===== src/rtl/spi_expander_master_pkg.sv =====
// Shared definitions for the serial I/O expander initiator and its bench model.
// Provides the frame FSM state type and the default sclk/CE timing constants.
package spi_expander_master_pkg;

  typedef enum logic [2:0] {
    IDLE,
    SETUP,
    LOW,
    HIGH,
    HOLD,
    GUARD,
    DONE
  } state_t;

  localparam int unsigned DEF_HALF      = 2;
  localparam int unsigned DEF_SETUP_CYC = 4;
  localparam int unsigned DEF_GUARD_CYC = 4;

  // Phase timer width; covers any phase length up to 256 clk cycles.
  localparam int unsigned CNT_W = 8;

endpackage


===== src/rtl/spi_expander_master_timer.sv =====
// spi_phase_timer: loadable down-counter timing one FSM phase.
// Ports:
//   clk, reset : clock, asynchronous active-high reset
//   load       : load value into the counter on this edge
//   value      : phase length minus one
//   tc         : high during the last cycle of the phase (count is zero)
module spi_phase_timer #(
  parameter int unsigned W = 8
) (
  input  logic         clk,
  input  logic         reset,
  input  logic         load,
  input  logic [W-1:0] value,
  output logic         tc
);

  logic [W-1:0] cnt;

  always_ff @(posedge clk or posedge reset) begin
    if (reset) begin
      cnt <= '0;
    end else if (load) begin
      cnt <= value;
    end else if (cnt != '0) begin
      cnt <= cnt - 1'b1;
    end
  end

  always_comb tc = (cnt == '0);

endmodule


===== src/rtl/spi_expander_master.sv =====
// spi_expander_master: SPI initiator for the serial I/O expander.
// Each frame shifts OUTBITS bits out on mosi (MSB first) and reads INBITS bits
// from miso (LSB first) under an active-low CE, then reports via done.
// Ports:
//   clk, reset : clock, asynchronous active-high reset
//   start      : frame request, sampled only in IDLE
//   wdata      : output pattern, captured when start is accepted
//   busy, done : frame in progress / one-cycle completion pulse
//   rdata      : bits read in the last frame, updated with done
//   sclk, ce   : SPI clock (idle low) and chip enable (active low)
//   mosi, miso : serial data to / from the expander
module spi_expander_master
  import spi_expander_master_pkg::*;
#(
  parameter int unsigned OUTBITS   = 7,
  parameter int unsigned INBITS    = 3,
  parameter int unsigned HALF      = DEF_HALF,
  parameter int unsigned SETUP_CYC = DEF_SETUP_CYC,
  parameter int unsigned GUARD_CYC = DEF_GUARD_CYC
) (
  input  logic               clk,
  input  logic               reset,
  input  logic               start,
  input  logic [OUTBITS-1:0] wdata,
  output logic               busy,
  output logic               done,
  output logic [INBITS-1:0]  rdata,
  output logic               sclk,
  output logic               ce,
  output logic               mosi,
  input  logic               miso
);

  localparam int unsigned KW = $clog2(OUTBITS + 1);

  state_t             state;
  logic [OUTBITS-1:0] sr;
  logic [KW-1:0]      k;
  logic [INBITS-1:0]  rbuf;
  logic               mosi_pend;

  logic               t_load;
  logic [CNT_W-1:0]   t_val;
  logic               t_tc;

  spi_phase_timer #(.W(CNT_W)) u_timer (
    .clk   (clk),
    .reset (reset),
    .load  (t_load),
    .value (t_val),
    .tc    (t_tc)
  );

  // The timer is reloaded on every edge that moves to a new phase, so each
  // phase lasts exactly its programmed length.
  always_comb begin
    t_load = 1'b0;
    t_val  = CNT_W'(HALF - 1);
    unique case (state)
      IDLE: begin
        t_load = start;
        t_val  = CNT_W'(SETUP_CYC - 1);
      end
      SETUP, LOW, HIGH: t_load = t_tc;
      HOLD: begin
        t_load = t_tc;
        t_val  = CNT_W'(GUARD_CYC - 1);
      end
      default: t_load = 1'b0;
    endcase
  end

  always_ff @(posedge clk or posedge reset) begin
    if (reset) begin
      state     <= IDLE;
      sr        <= '0;
      k         <= '0;
      rbuf      <= '0;
      mosi_pend <= 1'b0;
      ce        <= 1'b1;
      sclk      <= 1'b0;
      mosi      <= 1'b0;
      busy      <= 1'b0;
      done      <= 1'b0;
      rdata     <= '0;
    end else begin
      unique case (state)
        IDLE: begin
          done <= 1'b0;
          if (start) begin
            sr    <= wdata;
            k     <= '0;
            ce    <= 1'b0;
            mosi  <= wdata[OUTBITS-1];
            busy  <= 1'b1;
            state <= SETUP;
          end
        end
        SETUP: begin
          if (t_tc) state <= LOW;
        end
        LOW: begin
          // mosi moves one edge after the falling sclk edge, never on it.
          if (mosi_pend) begin
            mosi      <= sr[OUTBITS-1];
            mosi_pend <= 1'b0;
          end
          if (t_tc) begin
            for (int unsigned i = 0; i < INBITS; i++) begin
              if (k == KW'(i)) rbuf[i] <= miso;
            end
            sclk  <= 1'b1;
            state <= HIGH;
          end
        end
        HIGH: begin
          if (t_tc) begin
            sclk <= 1'b0;
            sr   <= {sr[OUTBITS-2:0], 1'b0};
            k    <= k + KW'(1);
            if (k == KW'(OUTBITS - 1)) begin
              state <= HOLD;
            end else begin
              mosi_pend <= 1'b1;
              state     <= LOW;
            end
          end
        end
        HOLD: begin
          if (t_tc) begin
            ce    <= 1'b1;
            state <= GUARD;
          end
        end
        GUARD: begin
          if (t_tc) begin
            rdata <= rbuf;
            done  <= 1'b1;
            busy  <= 1'b0;
            state <= DONE;
          end
        end
        DONE: begin
          done  <= 1'b0;
          state <= IDLE;
        end
        default: state <= IDLE;
      endcase
    end
  end

endmodule


===== config.mk =====
export PLATFORM = sky130hd
export DESIGN_NAME = spi_expander_master
export DESIGN_NICKNAME = d
export VERILOG_FILES = /design/src/rtl/spi_expander_master_pkg.sv /design/src/rtl/spi_expander_master_timer.sv /design/src/rtl/spi_expander_master.sv
export SDC_FILE = /design/constraint.sdc
export NUM_CORES = 1
export LEC_CHECK = 0
export CELL_PAD_IN_SITES_DETAIL_PLACEMENT = 1
export CELL_PAD_IN_SITES_GLOBAL_PLACEMENT = 1
export CORE_MARGIN = 1.5
export CORE_UTILIZATION = 40
export CTS_CLUSTER_DIAMETER = 60
export DETAILED_ROUTE_END_ITERATION = 8
export PLACE_DENSITY = 0.85
export SYNTH_ARGS = -nofsm -noshare
export SYNTH_HDL_FRONTEND = slang
export SYNTH_SLANG_ARGS = --single-unit

===== constraint.sdc =====
create_clock -name clk -period 1.9 [get_ports clk]
set_input_delay 0.19 -clock clk [delete_from_list [all_inputs] [get_ports clk]]
set_output_delay 0.19 -clock clk [all_outputs]
set_load 0.05 [all_outputs]

==> impl_metrics.ini, run 1 <==
[timing]
rsz0062_at_grt = yes
worst-slew-pin-transition_ps = 512
finalCriticalPeriod_ps = 1880
holdWs_ps = 305
fin_setup_tns_ps = 0
slew_headroom_pct = 65.8
finalHoldViolations = 0
setup_viol = 0
fmax_ghz = 0.532
fin_skew_ps = 5.51
drv_slew = 0
finalCritPeriodShare_pct = 99.0

[synthesis]
synthCells = 159
yosysWarnings = 0
synth_nets = 176
syn_area_mm2 = 0.00173
ys_seq_area_share_pct = 47.9
ys_ff_latch = 33
avgSynthCellArea_um2 = 10.9
synth_cell_type_count = 47

[clocking]
cts_tree = done
numCtsBuffers = 5
clockBufferDepth = 2
clock_insertion_delay_worst_skew_ps = 280
cts.clk_slew.worst_paths_ps = 70
postCtsHoldBufs = 0
htreeDepth = 2
clkSinkCount = 33
clockRootBuffer = clkbuf_8

[floorplan]
io_pins = 19
die_area_mm2 = 0.00472
start_util_pct = 42.3
core_area_mm2 = 0.00409
rows = 23
die_width_um = 68.7
dieHeight_um = 68.7

[layout]
layout_common_cells = dfrtp_1 (32), nand2_1 (17), clkdlybuf4s50_1 (17), buf_4 (17)
fin_area_mm2 = 0.00216
n_fill_cell = 454
drive_gt1_share_pct = 22.7
fin_nets = 210
n_antenna_cell = 0
final_util_pct = 52.8
layout_commonest_cell = dfrtp_1
areaGrowthSynthToFinish_pct = 24.9
instances_no_fill = 244

[setup_path]
slowest_delay_ps = 480
rr_endpoint = rdata[0]
crit_type = flip-flop to flip-flop
startpoint_type = flip-flop
worstPathRequired_ps = 2070
path_max_fanout = 4
path_depth = 6
cpLargestDelayFamily = simple AND/OR/NAND/NOR gates
path_cells = inv_2 > ha_4 > or4b_4 > nor2_4 > nand4b_4 > mux2_4
r2r_slack_ps = 20
reg2regPathDepth = 6
crit_buf_inv = 1
cp_slowest_cell = or4b_4
cp_data_arrival_time_ps = 2050
end_kind = flip-flop
r2r_start = u_timer.cnt[1]

[power_and_ir_drop]
leakage_nw = 0.999
powerDensity_mw_per_mm2 = 1410
vdd_drop_max_mv = 0.636

[drt]
via_per_inst = 5.34
vias = 1304
wl_met1_um = 1690
wl_met2_um = 2300
highest_layer = met4
wire_per_inst_um = 17.1
routed_wl_um = 4170
drc_errors = 0
ant_nets = 0
met3_length_um = 121
drt_iter0_drc = 51
firstDrtPassIters = 4

[hold_path]
min_path_type = input port to async pin

[global_routing]
antenna_found_initial = 0
grt-ovfl-total = 0
track_usage_pct = 21.0
grt_pass1_wl_um = 7070
grt_max_degree = 34
grt_pass1_vias = 1432

[run]
maxCapViolations = 0

[placed_design]
placed_area_mm2 = 0.00203
dpl.cell_count = 235
portBuffers = 18
dp.final_hpwl_um = 3150
place.gp.congestion = 0.798

[run_status]
outcome = complete, no violations
## cell usage after synthesis (all sizes together)
| cell | n | area, µm² |
|---|---|---|
| nor3 | 6 | 30.0 |
| or4 | 2 | 16.3 |
| a21o | 2 | 16.3 |
| nor3b | 1 | 7.51 |
| a32o | 1 | 10.0 |
| nand3 | 1 | 5.00 |
| o31ai | 1 | 7.51 |
| buf | 6 | 46.3 |
| clkbuf | 1 | 3.75 |
| nand4 | 1 | 6.26 |
| dfstp | 1 | 26.3 |
| a41o | 1 | 10.0 |
| or3 | 3 | 23.8 |
| a211o | 1 | 8.76 |
| nand2 | 17 | 63.8 |
| mux2 | 6 | 78.8 |
| nor2b | 3 | 18.8 |
| maj3 | 1 | 10.0 |
| o2bb2ai | 1 | 8.76 |
| o21ai | 11 | 55.1 |
| o21a | 1 | 7.51 |
| nand4b | 1 | 23.8 |
| a22o | 1 | 8.76 |
| o211a | 1 | 10.0 |
| a211oi | 1 | 7.51 |
| mux2i | 8 | 80.1 |
| xnor2 | 1 | 8.76 |
| a21oi | 11 | 55.1 |
| nand2b | 4 | 25.0 |
| nor2 | 11 | 48.8 |
| dfrtp | 32 | 801 |
| or4b | 1 | 13.8 |
| nor4 | 1 | 6.26 |
| and4b | 1 | 10.0 |
| a31oi | 1 | 6.26 |
| xor2 | 1 | 8.76 |
| nor4b | 2 | 47.6 |
| and3b | 1 | 8.76 |
| inv | 6 | 22.5 |
| ha | 6 | 75.1 |
## stage by stage
| stage | power (W) | worst slack, ps |
|---|---|---|
| after floorplan | 0.00199 | 64.8 |
| after global placement | 0.00231 | 60.2 |
| after detailed placement | 0.00242 | -6.13 |
| after CTS | 0.00303 | 4.21 |
| after global routing | 0.00327 | -63.8 |
| final | 0.00304 | 18.6 |
## worst min-delay path, cell delays in order
cell	delay [ps]
clkdlybuf4s50_1	400
inv_1	50
buf_4	380
## sequential cells by signal (all words and copies together), names as in the netlist
name         count
busy             1
sclk             1
u_timer.cnt      8
ce               1
rbuf             3
rdata            3
sr               7
mosi             1
mosi_pend        1
k                3
done             1
state            3
## how the worst max path moves through the flow
stage	slack, ps	end	startpoint
2_1_floorplan	60	rdata[0]	u_timer.cnt[0]
3_3_place_gp	60	rdata[2]	u_timer.cnt[0]
3_5_place_dp	-6	rdata[0]	u_timer.cnt[0]
4_1_cts	4	rdata[0]	u_timer.cnt[0]
5_1_grt	-60	rdata[0]	u_timer.cnt[0]
6_report	20	rdata[0]	u_timer.cnt[1]
## cell type report
cell class / count / area, µm² / area share (%)
Clock buffer: 7 / 96.3 / 4.46
Clock inverter: 1 / 5.00 / 0.232
Inverter: 6 / 22.5 / 1.04
Multi-Input combinational cell: 113 / 847 / 39.2
Sequential cell: 33 / 827 / 38.3
Tap cell: 50 / 62.6 / 2.90
Timing Repair Buffer: 34 / 298 / 13.8
## power by group
| part | leakage (nW) | internal, W | switching [W] | total (W) |
|---|---|---|---|---|
| Sequential | 0.408 | 0.000935 | 0.000258 | 0.00119 |
| Combinational | 0.537 | 0.000594 | 0.000671 | 0.00126 |
| Clock | 0.0542 | 0.000327 | 0.000252 | 0.000579 |
| Total | 0.999 | 0.00186 | 0.00118 | 0.00304 |
## metal layers
metal	vias up	global-route usage, %
met5	-	0
met4	0	7.35
met3	6	5.52
met2	18	38.9
met1	651	22.8
li1	629	-
## timing repair
item,CTS,global route
endpoints found under the setup margin,4,17
setup buffers,0,1
resized for setup,0,7
pin swaps,1,4
## kinds of logic (layout without fill, tap and decap cells)
family	after synthesis	count (layout)	synth area share, %
xor gates and xnor gates	2	2	1.01
DFF	33	33	47.9
AOI/OAI and AO/OA	34	34	12.2
adders and majority gates	7	7	4.92
muxes	14	14	9.20
and+or+nand+nor	56	56	20.6
buffers and inverters	13	48	4.20
Note: power is estimated with default switching activity, not from simulation.
==> inputs of run 2 (changes only) <==
--- a/config.mk
+++ b/config.mk
@@ -12,6 +12,7 @@
 export CTS_CLUSTER_DIAMETER = 60
 export DETAILED_ROUTE_END_ITERATION = 8
 export PLACE_DENSITY = 0.85
+export SLEW_MARGIN = 25
 export SYNTH_ARGS = -nofsm -noshare
 export SYNTH_HDL_FRONTEND = slang
 export SYNTH_SLANG_ARGS = --single-unit
==> results of run 2 <==
Same layout as run 1: the final DEF is identical, and so are final timing and power.
